## config.mk

```make
export PLATFORM = sky130hd
export DESIGN_NAME = seg7_scan_ctrl
export DESIGN_NICKNAME = d
export VERILOG_FILES = /design/src/rtl/seg7_pkg.sv /design/src/rtl/seg7_decode.sv /design/src/rtl/seg7_scan_ctrl.sv
export SDC_FILE = /design/constraint.sdc
export NUM_CORES = 1
export LEC_CHECK = 0
export ABC_AREA = 1
export ABC_CLOCK_PERIOD_IN_PS = 2700
export BUFFER_PORTS_ARGS = -buffer_cell sky130_fd_sc_hd__buf_2
export CAP_MARGIN = 10
export CORE_MARGIN = 2
export CORE_UTILIZATION = 25
export DETAILED_ROUTE_END_ITERATION = 7
export GPL_ROUTABILITY_DRIVEN = 0
export SLEW_MARGIN = 30
export SYNTH_ARGS = -nofsm -noshare
export SYNTH_HDL_FRONTEND = slang
export SYNTH_HIERARCHICAL = 1
export SYNTH_SLANG_ARGS = --single-unit
```

## constraint.sdc

```tcl
create_clock -name i_clk -period 2.7 [get_ports i_clk]
set_clock_uncertainty 0.1 [all_clocks]
set_input_delay 0 -clock i_clk [delete_from_list [all_inputs] [get_ports i_clk]]
set_output_delay 0 -clock i_clk [all_outputs]
set_load 0.02 [all_outputs]
```

## src/rtl/seg7_pkg.sv

```systemverilog
// Shared constants for the multiplexed seven-segment scan controller:
// scan state encodings, the blank pattern and the active-low hex glyph table.
package seg7_pkg;

    localparam logic [1:0] ST_OFF   = 2'd0;
    localparam logic [1:0] ST_BLANK = 2'd1;
    localparam logic [1:0] ST_DRIVE = 2'd2;

    localparam logic [6:0] SEG_BLANK = 7'h7F;

    // Active-low, bit0 = a ... bit6 = g; b and d use lower-case glyphs.
    localparam logic [6:0] HEX_GLYPH [0:15] = '{
        7'h40, 7'h79, 7'h24, 7'h30,
        7'h19, 7'h12, 7'h02, 7'h78,
        7'h00, 7'h10, 7'h08, 7'h03,
        7'h46, 7'h21, 7'h06, 7'h0E
    };

endpackage

```

## src/rtl/seg7_decode.sv

```systemverilog
// Combinational hex nibble to active-low seven-segment pattern.
module seg7_decode
    import seg7_pkg::*;
(
    input  logic [3:0] nibble_i,
    output logic [6:0] seg_o
);

    assign seg_o = HEX_GLYPH[nibble_i];

endmodule

```

## src/rtl/seg7_scan_ctrl.sv

```systemverilog
// Time-multiplexed seven-segment scanner with blanking gaps, leading-zero
// suppression and a shadow register that only updates the display at frame wrap.
module seg7_scan_ctrl
    import seg7_pkg::*;
#(
    parameter int NUM_DIGITS = 4,
    parameter int SCAN_DIV   = 1000,
    parameter int BLANK_CYC  = 2
) (
    input  logic                    i_clk,
    input  logic                    i_rst,
    input  logic                    i_en,
    input  logic                    i_lz_blank,
    input  logic                    i_load_valid,
    input  logic [4*NUM_DIGITS-1:0] i_load_data,
    input  logic [NUM_DIGITS-1:0]   i_load_dp,
    output logic                    o_load_ready,
    output logic [NUM_DIGITS-1:0]   o_anode,
    output logic [6:0]              o_seg,
    output logic                    o_dp,
    output logic                    o_frame
);

    localparam int CNT_MAX = (SCAN_DIV > BLANK_CYC) ? SCAN_DIV : BLANK_CYC;
    localparam int CNT_W   = (CNT_MAX > 1) ? $clog2(CNT_MAX) : 1;
    localparam int IDX_W   = (NUM_DIGITS > 1) ? $clog2(NUM_DIGITS) : 1;

    localparam logic [CNT_W-1:0] SCAN_LAST  = CNT_W'(SCAN_DIV - 1);
    localparam logic [CNT_W-1:0] BLANK_LAST = CNT_W'(BLANK_CYC - 1);
    localparam logic [IDX_W-1:0] IDX_LAST   = IDX_W'(NUM_DIGITS - 1);

    logic [1:0]              state_q, state_d;
    logic [IDX_W-1:0]        idx_q, idx_d;
    logic [CNT_W-1:0]        cnt_q, cnt_d;
    logic                    wrap_s;

    logic [4*NUM_DIGITS-1:0] shadow_q, active_q;
    logic [NUM_DIGITS-1:0]   shadow_dp_q, active_dp_q;
    logic                    pending_q, pending_d;
    logic                    ready_q, ready_d;
    logic                    accept_s, xfer_s;

    logic [3:0]              nibble_s;
    logic [6:0]              glyph_s;
    logic [NUM_DIGITS-1:0]   lead_zero_s;
    logic                    suppress_s;
    logic [NUM_DIGITS-1:0]   anode_q, anode_d;
    logic [6:0]              seg_q, seg_d;
    logic                    dp_q, dp_d;
    logic                    frame_q;

    // Scan sequencer next-state: OFF -> BLANK -> DRIVE per digit, disable wins.
    always_comb begin
        state_d = state_q;
        idx_d   = idx_q;
        cnt_d   = cnt_q;
        wrap_s  = 1'b0;
        if (!i_en) begin
            state_d = ST_OFF;
            idx_d   = '0;
            cnt_d   = '0;
        end else begin
            case (state_q)
                ST_OFF: begin
                    state_d = ST_BLANK;
                    idx_d   = '0;
                    cnt_d   = '0;
                end
                ST_BLANK: begin
                    if (cnt_q == BLANK_LAST) begin
                        state_d = ST_DRIVE;
                        cnt_d   = '0;
                    end else begin
                        cnt_d = cnt_q + 1'b1;
                    end
                end
                ST_DRIVE: begin
                    if (cnt_q == SCAN_LAST) begin
                        state_d = ST_BLANK;
                        cnt_d   = '0;
                        if (idx_q == IDX_LAST) begin
                            idx_d  = '0;
                            wrap_s = 1'b1;
                        end else begin
                            idx_d = idx_q + 1'b1;
                        end
                    end else begin
                        cnt_d = cnt_q + 1'b1;
                    end
                end
                default: begin
                    state_d = ST_OFF;
                    idx_d   = '0;
                    cnt_d   = '0;
                end
            endcase
        end
    end

    // Load handshake: ready reopens only the cycle after the shadow reaches the display.
    always_comb begin
        accept_s = i_load_valid && ready_q;
        xfer_s   = pending_q && ((state_q == ST_OFF) || wrap_s);
        if (accept_s) begin
            pending_d = 1'b1;
        end else if (xfer_s) begin
            pending_d = 1'b0;
        end else begin
            pending_d = pending_q;
        end
        ready_d = ~(pending_d | pending_q);
    end

    assign nibble_s = active_q[4*idx_q +: 4];

    seg7_decode u_decode (
        .nibble_i (nibble_s),
        .seg_o    (glyph_s)
    );

    // lead_zero_s[i] is set when digit i and every digit above it are zero.
    always_comb begin
        lead_zero_s = '0;
        lead_zero_s[NUM_DIGITS-1] = (active_q[4*(NUM_DIGITS-1) +: 4] == 4'h0);
        for (int i = NUM_DIGITS - 2; i >= 0; i--) begin
            lead_zero_s[i] = lead_zero_s[i+1] && (active_q[4*i +: 4] == 4'h0);
        end
        suppress_s = i_lz_blank && (idx_q != '0) && lead_zero_s[idx_q];
    end

    // Output pattern for the current state; gating with i_en darkens the display at once.
    always_comb begin
        anode_d = '1;
        seg_d   = SEG_BLANK;
        dp_d    = 1'b1;
        if (i_en && (state_q == ST_DRIVE)) begin
            anode_d[idx_q] = 1'b0;
            seg_d          = suppress_s ? SEG_BLANK : glyph_s;
            dp_d           = ~active_dp_q[idx_q];
        end else begin
            anode_d = '1;
        end
    end

    // Sequencer, data path and registered outputs.
    always_ff @(posedge i_clk or posedge i_rst) begin
        if (i_rst) begin
            state_q     <= ST_OFF;
            idx_q       <= '0;
            cnt_q       <= '0;
            shadow_q    <= '0;
            shadow_dp_q <= '0;
            active_q    <= '0;
            active_dp_q <= '0;
            pending_q   <= 1'b0;
            ready_q     <= 1'b1;
            anode_q     <= '1;
            seg_q       <= SEG_BLANK;
            dp_q        <= 1'b1;
            frame_q     <= 1'b0;
        end else begin
            state_q   <= state_d;
            idx_q     <= idx_d;
            cnt_q     <= cnt_d;
            pending_q <= pending_d;
            ready_q   <= ready_d;
            if (accept_s) begin
                shadow_q    <= i_load_data;
                shadow_dp_q <= i_load_dp;
            end
            if (xfer_s) begin
                active_q    <= shadow_q;
                active_dp_q <= shadow_dp_q;
            end
            anode_q <= anode_d;
            seg_q   <= seg_d;
            dp_q    <= dp_d;
            frame_q <= wrap_s;
        end
    end

    assign o_load_ready = ready_q;
    assign o_anode      = anode_q;
    assign o_seg        = seg_q;
    assign o_dp         = dp_q;
    assign o_frame      = frame_q;

endmodule

```

==> impl_table.tex, run 1 <==
\begin{tabular}{lr}
\hline
Metric & Value \\
\hline
\multicolumn{2}{l}{\textbf{Placement}} \\
\quad Count of input and output buffers & 38 \\
\quad Sum of net half-perimeters after detailed placement & 5287 um \\
\multicolumn{2}{l}{\textbf{STA}} \\
\quad Worst slew pin tran & 0.6235 ns \\
\quad Final number of setup-violating endpoints & 0 \\
\quad Final hold violations & 0 \\
\quad Max-slew violations & 0 \\
\quad Summed negative setup slack over all endpoints & 0 ns \\
\quad Max Freq & 427.6 MHz \\
\quad Post-layout min period & 2.339 ns \\
\quad Unrepaired setup endpoints after global routing & false \\
\quad Max-slew headroom at the worst pin & 58.43\% \\
\quad Share of the cycle needed by the critical path after routing & 86.62\% \\
\multicolumn{2}{l}{\textbf{Setup path}} \\
\quad Data arrival time at the worst-slack endpoint & 2.48 ns \\
\quad Cell family with most CP delay & buffers and inverters \\
\quad Number of buffers and inverters on the critical path & 3 \\
\quad RR Startpoint & idx\_q[0] \\
\quad Crit path capture type & register \\
\quad Largest fanout on the critical path & 12 \\
\quad Critical path's slowest cell & dfrtp\_1 \\
\quad Cell count of the worst reg-to-reg path & 10 \\
\quad Worst path cell trace & inv\_1 > o21ai\_0 > o22ai\_1 > inv\_1 > ha\_1 > inv\_1 > nand2\_1 > nand3\_1 > nand2\_1 > nand3b\_1 \\
\quad Cell with the most instances on the worst path & inv\_1 \\
\quad Critical path startpoint category & register \\
\quad R2r endpoint & o\_seg[0] \\
\quad Worst endpoint required time & 2.84 ns \\
\quad Register-to-register setup slack & 0.36 ns \\
\quad Classification of the worst setup path & register to register \\
\quad Longest individual stage delay on the worst path & 0.45 ns \\
\multicolumn{2}{l}{\textbf{Finish}} \\
\quad Core Util, Final & 32.30\% \\
\quad Leading cell type in the layout, fill and taps excluded & nand2\_1 \\
\quad Final-layout fill cell count & 1416 \\
\quad Antenna diode instance count & 0 \\
\quad Final Net Count & 519 \\
\quad Most frequent cells in the layout & nand2\_1, dfrtp\_1, nand3\_1 \\
\quad Area overhead of the layout relative to synthesis & 25.58\% \\
\quad Fraction of final layout cells with drive strength greater than 1 & 17.63\% \\
\multicolumn{2}{l}{\textbf{Clocking}} \\
\quad Clock Tree Buf Depth & 2 \\
\quad Number of sinks handled by clock tree synthesis & 69 \\
\quad Worst-Skew Late Latency & 0.33 ns \\
\quad CTS Root Cell & clkbuf\_16 \\
\quad CTS Buf Count & 9 \\
\quad Reg clk slew, reported paths & 0.06 ns \\
\quad CTS H-tree lvls & 3 \\
\quad CTS tree & built \\
\quad Gates resized, CTS repair & 0 \\
\multicolumn{2}{l}{\textbf{Floorplan}} \\
\quad Die footprint & 14630 um\^{}2 \\
\quad Number of top-level design ports & 39 \\
\quad Height of the die & 121.0 um \\
\quad Rows & 42 \\
\quad Horizontal die dimension & 121.0 um \\
\quad Starting density of the core & 25.72\% \\
\quad Area of the core & 13300 um\^{}2 \\
\multicolumn{2}{l}{\textbf{Pwr}} \\
\quad Share of total power in the clock network & 26.1\% \\
\quad Leakage dissipation & 0.002118 uW \\
\quad Seq pwr share & 38.9\% \\
\quad Worst supply voltage drop on vdd & 426.4 uV \\
\quad Combinational Power Share & 35.1\% \\
\quad Total Power Consumption & 4116 uW \\
\quad Internal power component & 2544 uW \\
\quad PD cells & 958.5 nW/um\^{}2 \\
\quad Net switching share of the total power & 38.19\% \\
\quad Switching power total & 1572 uW \\
\multicolumn{2}{l}{\textbf{Synthesis}} \\
\quad Count of synthesis-stage warnings from yosys & 6 \\
\quad Post-synth design cell area & 3420 um\^{}2 \\
\quad Gate count of the mapped netlist & 414 \\
\quad \#FFs+latches synth & 69 \\
\quad Synth cell types & 29 \\
\quad Synth Area per Inst & 8.260 um\^{}2 \\
\quad Post-synth net total & 456 \\
\quad Sequential share of the synthesized area & 50.97\% \\
\multicolumn{2}{l}{\textbf{Worst hold path}} \\
\quad Type of the most critical hold path & input pin to register \\
\quad Worst hold path endpoint & pending\_q \\
\quad Start point of the worst hold path & i\_load\_valid \\
\quad WHS Path Cells & 4 \\
\multicolumn{2}{l}{\textbf{Drt}} \\
\quad First-pass iteration count of the detailed router & 4 \\
\quad Routed wire length per instance & 11.10 um \\
\quad Antenna viol nets, final & 0 \\
\quad Count of vias placed by the detailed router & 2766 \\
\quad Routed via count divided by cell count & 4.204 \\
\quad Total Wirelength & 7303 um \\
\quad Total DRC errors in the routed layout & 0 \\
\quad Detailed Route Iter0 Violations & 108 \\
\multicolumn{2}{l}{\textbf{Run status}} \\
\quad Outcome & finished, final reports clean \\
\multicolumn{2}{l}{\textbf{Global routing}} \\
\quad Largest net degree at the start of global routing & 51 \\
\quad Combined global-route utilization of all metal layers & 10.86\% \\
\quad Final global-route overflow total & 0 \\
\quad Wire length of the first global-routing pass & 12870 um \\
\quad Via count of the first global-routing pass & 2746 \\
\quad Number of antenna violations at the first check in global routing & 0 \\
\multicolumn{2}{l}{\textbf{Run}} \\
\quad Max-cap violations & 0 \\
\hline
\end{tabular}
-- cell families after synthesis --
| kind of cell | count (synthesis) | synth area share (%) |
|---|---|---|
| simple gates | 255 | 31.61 |
| flops | 69 | 50.97 |
| buf+inv | 44 | 5.744 |
| compound gates | 22 | 3.659 |
| fa+ha+maj | 17 | 6.220 |
| xor+xnor | 7 | 1.793 |
-- flip-flops by register name, indices dropped and copies added (netlist names), 2 cells and up --
signal       count
active_dp_q      4
active_q        16
cnt_q           10
idx_q            2
o_anode          4
o_seg            7
shadow_dp_q      4
shadow_q        16
state_q          2
-- synthesized netlist by cell type (all sizes together) --
cell | number | share of area (%)
dfstp | 13 | 10
inv | 29 | 3.2
nand2 | 159 | 18
a21oi | 1 | 0.15
nand3b | 8 | 1.8
buf | 6 | 1.6
clkbuf | 9 | 0.99
nand4 | 2 | 0.37
nor3b | 1 | 0.22
o22ai | 5 | 0.91
xor2 | 4 | 1.0
dfrtp | 56 | 41
nor2 | 39 | 4.5
o21bai | 1 | 0.22
a22oi | 1 | 0.22
xnor2 | 3 | 0.77
nand3 | 43 | 6.4
nor3 | 3 | 0.59
ha | 17 | 6.2
o21ai | 14 | 2.2
-- worst reg2reg max path, cell delays in order (launching register included) --
cell	delay [ns]
dfrtp_1	0.45
inv_1	0.29
o21ai_0	0.15
o22ai_1	0.39
inv_1	0.21
ha_1	0.23
inv_1	0.09
nand2_1	0.08
nand3_1	0.07
nand2_1	0.05
nand3b_1	0.15
-- power by group through the flow --
stage          Sequential [uW]  Combinational (uW)  Clock (uW)
2_1_floorplan             1580                1120           0
3_3_place_gp              1610                1380           0
3_5_place_dp              1620                1420           0
4_1_cts                   1600                1450        1110
5_1_grt                   1650                1670        1160
6_report                  1600                1440        1070
-- how the worst max path moves through the flow --
stage              from        to  slack, ns  cells after the start
3_5_place_dp   idx_q[0]  o_seg[0]       0.40                     10
3_3_place_gp   idx_q[0]  o_seg[3]       0.57                      9
4_1_cts        idx_q[0]  o_seg[0]       0.39                     10
6_report       idx_q[0]  o_seg[0]       0.36                     10
2_1_floorplan  idx_q[0]  o_seg[3]       0.58                     10
5_1_grt        idx_q[0]  o_seg[0]       0.23                     10
-- layout make-up --
type	count	area, um^2	area share (%)
flip-flops and latches	69	1743	40.59
multi-input cells	301	1480	34.47
repair buffers	67	462.9	10.78
clock buffers	10	229.0	5.332
well taps	176	220.2	5.128
inverters	29	108.9	2.535
clock inverters	6	50.05	1.166
-- what timing repair did --
item,4_1_cts,5_1_grt
setup buffers,0,0
endpoints found under the hold margin,43,0
setup endpoints to repair,0,0
hold buffers,22,0
-- routing by layer --
layer | GRT usage [%] | wire [um] | share of wire, %
met1 | 14.62 | 3645 | 50
met2 | 16.75 | 3237 | 44
met3 | 3.571 | 389 | 5.3
met4 | 2.907 | 31 | 0.42
met5 | 0 | 0 | 0
-- through the flow --
stage | setup WS, ns | instances | area [um^2] | hold slack [ns]
after floorplan | 0.5751 | 414 | 3420 | 0.009615
after global placement | 0.5723 | 620 | 3795 | -0.08747
after detailed placement | 0.3989 | 620 | 3795 | -0.07587
after CTS | 0.3901 | 658 | 4294 | 0.01228
after global routing | 0.2261 | 658 | 4294 | 0.05209
final | 0.3613 | 658 | 4294 | 0.02108
Power figures use the tool's default switching activity.
==> run 2: changes to the inputs <==
- HOLD_SLACK_MARGIN: unset -> 0.08
==> run 2 against run 1 <==
Net effect:
- utilization rose by 1.6 points
- critical path depth unchanged
- power grew 5.7%
- global-route usage rose by 0.49 points
- setup slack lost 0.026 ns
- sequential power about the same
- register-to-register slack got worse by 0.03 ns
- non-clock buffer count up 21
- sequential share of layout area shrank 1.9 points
==> impl_table.tex, run 2 (same netlist as run 1, synthesis figures left out) <==
\begin{tabular}{lr}
\hline
Metric & Value \\
\hline
\multicolumn{2}{l}{\textbf{Setup path}} \\
\quad Crit path capture type & register \\
\quad Worst endpoint required time & 2.84 ns \\
\quad Largest fanout on the critical path & 12 \\
\quad Critical path startpoint category & register \\
\quad Worst path cell trace & inv\_1 > o21ai\_0 > o22ai\_1 > inv\_1 > ha\_1 > inv\_1 > nand2\_1 > nand3\_1 > nand2\_1 > nand3b\_1 \\
\quad Classification of the worst setup path & register to register \\
\quad Cell with the most instances on the worst path & inv\_1 \\
\quad Longest individual stage delay on the worst path & 0.45 ns \\
\quad Data arrival time at the worst-slack endpoint & 2.50 ns \\
\quad Cell count of the worst reg-to-reg path & 10 \\
\quad Critical path's slowest cell & dfrtp\_1 \\
\multicolumn{2}{l}{\textbf{Floorplan}} \\
\quad Number of top-level design ports & 39 \\
\quad Rows & 42 \\
\quad Height of the die & 121.0 um \\
\quad Horizontal die dimension & 121.0 um \\
\quad Die footprint & 14630 um\^{}2 \\
\quad Area of the core & 13300 um\^{}2 \\
\quad Starting density of the core & 25.72\% \\
\multicolumn{2}{l}{\textbf{STA}} \\
\quad Final hold violations & 0 \\
\quad Final number of setup-violating endpoints & 0 \\
\quad Max Freq & 423.0 MHz \\
\quad Unrepaired setup endpoints after global routing & false \\
\quad Post-layout min period & 2.364 ns \\
\quad Max-slew headroom at the worst pin & 59.18\% \\
\quad Worst slew pin tran & 0.6123 ns \\
\quad Share of the cycle needed by the critical path after routing & 87.56\% \\
\quad Smallest hold slack & 0.1206 ns \\
\quad Max-slew violations & 0 \\
\quad Summed negative setup slack over all endpoints & 0 ns \\
\multicolumn{2}{l}{\textbf{Finish}} \\
\quad Most frequent cells in the layout & nand2\_1, dfrtp\_1, dlygate4sd3\_1 \\
\quad Fraction of final layout cells with drive strength greater than 1 & 16.90\% \\
\quad Leading cell type in the layout, fill and taps excluded & nand2\_1 \\
\quad Antenna diode instance count & 0 \\
\quad Final Net Count & 540 \\
\quad Core Util, Final & 33.88\% \\
\quad Largest regs & active\_q: 16 flops, shadow\_q: 16 flops, cnt\_q: 10 flops \\
\quad Final-layout fill cell count & 1404 \\
\quad Area overhead of the layout relative to synthesis & 31.72\% \\
\multicolumn{2}{l}{\textbf{Drt}} \\
\quad Total Wirelength & 7589 um \\
\quad Count of vias placed by the detailed router & 2889 \\
\quad Total DRC errors in the routed layout & 0 \\
\quad Routed wire length per instance & 11.18 um \\
\quad Top routing layer in use & met4 \\
\quad Antenna viol nets, final & 0 \\
\quad WL met1 & 3613 um \\
\quad Wire length on met2 & 3566 um \\
\quad Routed via count divided by cell count & 4.255 \\
\quad Sum of met3 wire segment lengths after detailed routing & 378 um \\
\quad Detailed Route Iter0 Violations & 180 \\
\quad First-pass iteration count of the detailed router & 6 \\
\multicolumn{2}{l}{\textbf{Clocking}} \\
\quad Reg clk slew, reported paths & 0.06 ns \\
\quad CTS tree & built \\
\quad Number of sinks handled by clock tree synthesis & 69 \\
\quad Worst-Skew Late Latency & 0.33 ns \\
\quad Clock Tree Buf Depth & 2 \\
\quad CTS H-tree lvls & 3 \\
\quad Gates resized, CTS repair & 0 \\
\quad CTS Buf Count & 9 \\
\quad Number of post-CTS setup repair buffers & 0 \\
\quad Quantity of hold-fixing buffers added after cts & 43 \\
\quad CTS Root Cell & clkbuf\_16 \\
\multicolumn{2}{l}{\textbf{Pwr}} \\
\quad PD cells & 965.7 nW/um\^{}2 \\
\quad Share of total power in the clock network & 24.8\% \\
\quad Worst supply voltage drop on vdd & 454.1 uV \\
\quad Combinational Power Share & 38.4\% \\
\quad Switching power total & 1616 uW \\
\quad Net switching share of the total power & 37.15\% \\
\quad Internal power component & 2734 uW \\
\quad Seq pwr share & 36.8\% \\
\quad Leakage dissipation & 0.002221 uW \\
\quad Total Power Consumption & 4350 uW \\
\multicolumn{2}{l}{\textbf{Global routing}} \\
\quad Largest net degree at the start of global routing & 51 \\
\quad Combined global-route utilization of all metal layers & 11.35\% \\
\quad Via count of the first global-routing pass & 2913 \\
\quad Wire length of the first global-routing pass & 13450 um \\
\quad Final global-route overflow total & 0 \\
\quad Number of antenna violations at the first check in global routing & 0 \\
\multicolumn{2}{l}{\textbf{Placement}} \\
\quad Count of input and output buffers & 38 \\
\quad Sum of net half-perimeters after detailed placement & 5287 um \\
\multicolumn{2}{l}{\textbf{Run}} \\
\quad Max-cap violations & 0 \\
\multicolumn{2}{l}{\textbf{Run status}} \\
\quad Outcome & finished, final reports clean \\
\multicolumn{2}{l}{\textbf{Worst hold path}} \\
\quad Type of the most critical hold path & input pin to async pin \\
\hline
\end{tabular}
==> run 2: cell count changes in the layout (fill, tap and decap cells not counted) <==
cell and change:
dlygate4sd3_1 +21
==> run 2: stage by stage <==
step | std cells | cell area (um^2) | setup slack, ns
floorplan | 414 | 3420 | 0.5751
global placement | 620 | 3795 | 0.5723
detailed placement | 620 | 3795 | 0.3989
CTS | 679 | 4504 | 0.3901
global route | 679 | 4504 | 0.2261
finish | 679 | 4504 | 0.3358
==> run 2: critical path, delay by kind of cell, from the launching register on <==
family	cells	cell delay, ns
AO/OA/AOI/OAI	2	0.55
adder cells (fa/ha/maj)	1	0.23
buffers and inverters	3	0.60
flip-flops	1	0.45
AND/OR/NAND/NOR	4	0.35
==> run 2: final timing paths <==
kind,startpoint,endpoint,slack [ns]
setup / recovery,idx_q[0],o_seg[0],0.34
hold / removal,i_rst,shadow_q[5],0.12
setup reg to reg,idx_q[0],o_seg[0],0.34
hold reg to reg,active_q[10],active_q[10],0.39
max in group asynchronous,i_rst,state_q[1],1.42
min in group i_clk,i_lz_blank,o_seg[3],0.12
==> run 2: power groups by stage <==
stage	logic [uW]	clock network, uW	registers, uW
floorplan	1120	0	1580
global placement	1380	0	1610
detailed placement	1420	0	1620
CTS	1670	1110	1600
global route	1910	1160	1650
finish	1670	1080	1600
==> run 2: area by class of cell <==
| class | count | area [um^2] | area share (%) |
|---|---|---|---|
| timing repair buffer | 88 | 673.1 | 14.94 |
| tap | 176 | 220.2 | 4.889 |
| multi-input combinational | 301 | 1480 | 32.86 |
| sequential | 69 | 1743 | 38.69 |
| clock buffer | 10 | 229.0 | 5.083 |
| clock inverter | 6 | 50.05 | 1.111 |
| inverter | 29 | 108.9 | 2.417 |
==> run 2: layer usage <==
metal | vias to the layer above | GRT usage (%)
li1 | 1474 | -
met1 | 1349 | 14.80
met2 | 64 | 18.26
met3 | 2 | 3.571
met4 | 0 | 2.907
met5 | - | 0
==> run 3: changes to the inputs <==
- RECOVER_POWER: unset -> 100
==> run 3 against run 2 <==
Net effect:
- routed wire length grew 0.49%
- critical path depth is the same
- largest power group unchanged
- via count shrank 0.21%
- sequential cell count is the same
- combinational power is essentially flat
- clock power is essentially flat
- utilization shrank 0.29 points
- sequential power is essentially flat
- global-route usage is the same
- first-iteration DRC count shrank 9.4%
- count of clock-buffer cells in the layout is the same
==> impl_table.tex, run 3 (same netlist as run 1, synthesis figures left out) <==
\begin{tabular}{lr}
\hline
Metric & Value \\
\hline
\multicolumn{2}{l}{\textbf{STA}} \\
\quad Worst slew pin tran & 1.194 ns \\
\quad Summed negative setup slack over all endpoints & 0 ns \\
\quad Max-slew headroom at the worst pin & 20.37\% \\
\quad Max Freq & 423.2 MHz \\
\quad Share of the cycle needed by the critical path after routing & 87.51\% \\
\quad Final hold violations & 0 \\
\quad Final number of setup-violating endpoints & 0 \\
\quad Smallest hold slack & 0.1235 ns \\
\quad Unrepaired setup endpoints after global routing & false \\
\quad Max-slew violations & 0 \\
\quad Post-layout min period & 2.363 ns \\
\multicolumn{2}{l}{\textbf{Placement}} \\
\quad Sum of net half-perimeters after detailed placement & 5287 um \\
\quad Placed cell area & 3795 um\^{}2 \\
\quad Count of input and output buffers & 38 \\
\multicolumn{2}{l}{\textbf{Pwr}} \\
\quad Worst supply voltage drop on vdd & 454.1 uV \\
\quad Seq pwr share & 37.0\% \\
\quad Net switching share of the total power & 37.24\% \\
\quad Share of total power in the clock network & 24.9\% \\
\quad Leakage dissipation & 0.002194 uW \\
\quad Internal power component & 2718 uW \\
\quad Combinational Power Share & 38.1\% \\
\quad PD cells & 969.7 nW/um\^{}2 \\
\quad Switching power total & 1613 uW \\
\multicolumn{2}{l}{\textbf{Setup path}} \\
\quad Critical Path Start & idx\_q[0] \\
\quad Cell count of the worst reg-to-reg path & 10 \\
\quad Classification of the worst setup path & register to register \\
\quad Largest fanout on the critical path & 9 \\
\quad Data arrival time at the worst-slack endpoint & 2.50 ns \\
\quad Critical path's slowest cell & dfrtp\_1 \\
\quad Critical path startpoint category & register \\
\quad Crit path capture type & register \\
\quad End point of the critical path & o\_seg[0] \\
\quad RR Startpoint & idx\_q[0] \\
\quad Longest individual stage delay on the worst path & 0.45 ns \\
\quad R2r endpoint & o\_seg[0] \\
\quad Register-to-register setup slack & 0.34 ns \\
\quad Worst endpoint required time & 2.84 ns \\
\quad Worst path cell trace & clkbuf\_1 > nor2\_1 > o22ai\_1 > inv\_1 > ha\_1 > inv\_1 > nand2\_1 > nand3\_1 > nand2\_1 > nand3b\_1 \\
\multicolumn{2}{l}{\textbf{Finish}} \\
\quad Antenna diode instance count & 0 \\
\quad Design area & 4466 um\^{}2 \\
\quad Leading cell type in the layout, fill and taps excluded & nand2\_1 \\
\quad Fraction of final layout cells with drive strength greater than 1 & 12.52\% \\
\quad Core Util, Final & 33.59\% \\
\quad Largest regs & active\_q: 16 flops, shadow\_q: 16 flops, cnt\_q: 10 flops \\
\quad Most frequent cells in the layout & nand2\_1, dfrtp\_1, nand3\_1, dlygate4sd3\_1, nor2\_1 \\
\quad Area occupied by multi-input gates & 1465 um\^{}2 \\
\quad Final Net Count & 540 \\
\quad Reg area & 1743 um\^{}2 \\
\quad Final-layout fill cell count & 1415 \\
\quad Area overhead of the layout relative to synthesis & 30.59\% \\
\multicolumn{2}{l}{\textbf{Worst hold path}} \\
\quad Type of the most critical hold path & input pin to register \\
\quad WHS Path Cells & 5 \\
\multicolumn{2}{l}{\textbf{Clocking}} \\
\quad CTS tree & built \\
\quad Number of post-CTS setup repair buffers & 0 \\
\quad CTS H-tree lvls & 3 \\
\quad Gates resized, CTS repair & 0 \\
\quad CTS Buf Count & 9 \\
\quad Clock Tree Buf Depth & 2 \\
\quad Quantity of hold-fixing buffers added after cts & 43 \\
\quad Worst-Skew Late Latency & 0.33 ns \\
\quad Number of sinks handled by clock tree synthesis & 69 \\
\quad Reg clk slew, reported paths & 0.06 ns \\
\quad CTS Root Cell & clkbuf\_16 \\
\multicolumn{2}{l}{\textbf{Drt}} \\
\quad Routed wire length per instance & 11.23 um \\
\quad Count of vias placed by the detailed router & 2883 \\
\quad Total DRC errors in the routed layout & 0 \\
\quad Antenna viol nets, final & 0 \\
\quad Detailed Route Iter0 Violations & 163 \\
\quad Routed via count divided by cell count & 4.246 \\
\quad First-pass iteration count of the detailed router & 4 \\
\quad Total Wirelength & 7626 um \\
\multicolumn{2}{l}{\textbf{Floorplan}} \\
\quad Rows & 42 \\
\quad Number of top-level design ports & 39 \\
\quad Area of the core & 13300 um\^{}2 \\
\quad Height of the die & 121.0 um \\
\quad Horizontal die dimension & 121.0 um \\
\quad Die footprint & 14630 um\^{}2 \\
\quad Starting density of the core & 25.72\% \\
\multicolumn{2}{l}{\textbf{Global routing}} \\
\quad Combined global-route utilization of all metal layers & 11.35\% \\
\quad Number of antenna violations at the first check in global routing & 0 \\
\quad Final global-route overflow total & 0 \\
\quad Via count of the first global-routing pass & 2913 \\
\quad Wire length of the first global-routing pass & 13450 um \\
\quad Largest net degree at the start of global routing & 51 \\
\multicolumn{2}{l}{\textbf{Run}} \\
\quad Max-cap violations & 0 \\
\multicolumn{2}{l}{\textbf{Run status}} \\
\quad Outcome & finished, final reports clean \\
\hline
\end{tabular}
-- run 3: cell count changes in the layout (fill, tap and decap cells not counted), moves of 2 or more --
cell,change
nor2_2,-2
nor2_1,+2
buf_4,-2
nand2_1,+2
clkbuf_1,+15
buf_2,-14
nand2_2,-2
-- run 3: power by group through the flow --
| stage | registers [uW] | clock network (uW) | logic [uW] |
|---|---|---|---|
| finish | 1600 | 1080 | 1650 |
| global route | 1650 | 1160 | 1890 |
| CTS | 1600 | 1110 | 1670 |
| detailed placement | 1620 | 0 | 1420 |
| global placement | 1610 | 0 | 1380 |
| floorplan | 1580 | 0 | 1120 |
-- run 3: critical path: cells and delay by family (launching register included) --
family / cells / cell delay (ns)
AOI/OAI and AO/OA: 1 / 0.40
adders and majority gates: 1 / 0.22
buffers and inverters: 3 / 0.64
DFF: 1 / 0.45
and+or+nand+nor: 5 / 0.45
-- run 3: per-stage QoR --
step                total power, uW  setup WS, ns  cells
global placement               2992        0.5723    620
detailed placement             3034        0.3989    620
global route                   4701        0.1397    679
CTS                            4378        0.3901    679
floorplan                      2701        0.5751    414
finish                         4330        0.3373    679
-- run 3: per-layer routing --
layer | vias to the layer above | part of all wire, % | routed length (um) | track usage, %
met5 | - | 0 | 0 | 0
met4 | 0 | 0.85 | 65 | 2.907
met3 | 4 | 4.1 | 310 | 3.571
met2 | 55 | 47 | 3568 | 18.26
met1 | 1350 | 48 | 3681 | 14.80
li1 | 1474 | - | - | -
-- run 3: how the worst min path moves through the flow --
stage	to	slack, ns	start
after global placement	shadow_q[0]	-0.09	i_rst
after global routing	o_seg[3]	0.17	i_lz_blank
after CTS	o_seg[3]	0.12	i_lz_blank
final	o_seg[3]	0.12	i_lz_blank
after floorplan	shadow_dp_q[0]	0.01	i_load_dp[0]
after detailed placement	shadow_q[6]	-0.08	i_rst
-- run 3: area by class of cell --
| cell class | count | share of cell area, % |
|---|---|---|
| multi-input combinational | 301 | 32.81 |
| clock buffer | 10 | 5.127 |
| timing repair buffer | 88 | 14.54 |
| tap | 176 | 4.931 |
| inverter | 29 | 2.438 |
| clock inverter | 6 | 1.121 |
| sequential | 69 | 39.03 |
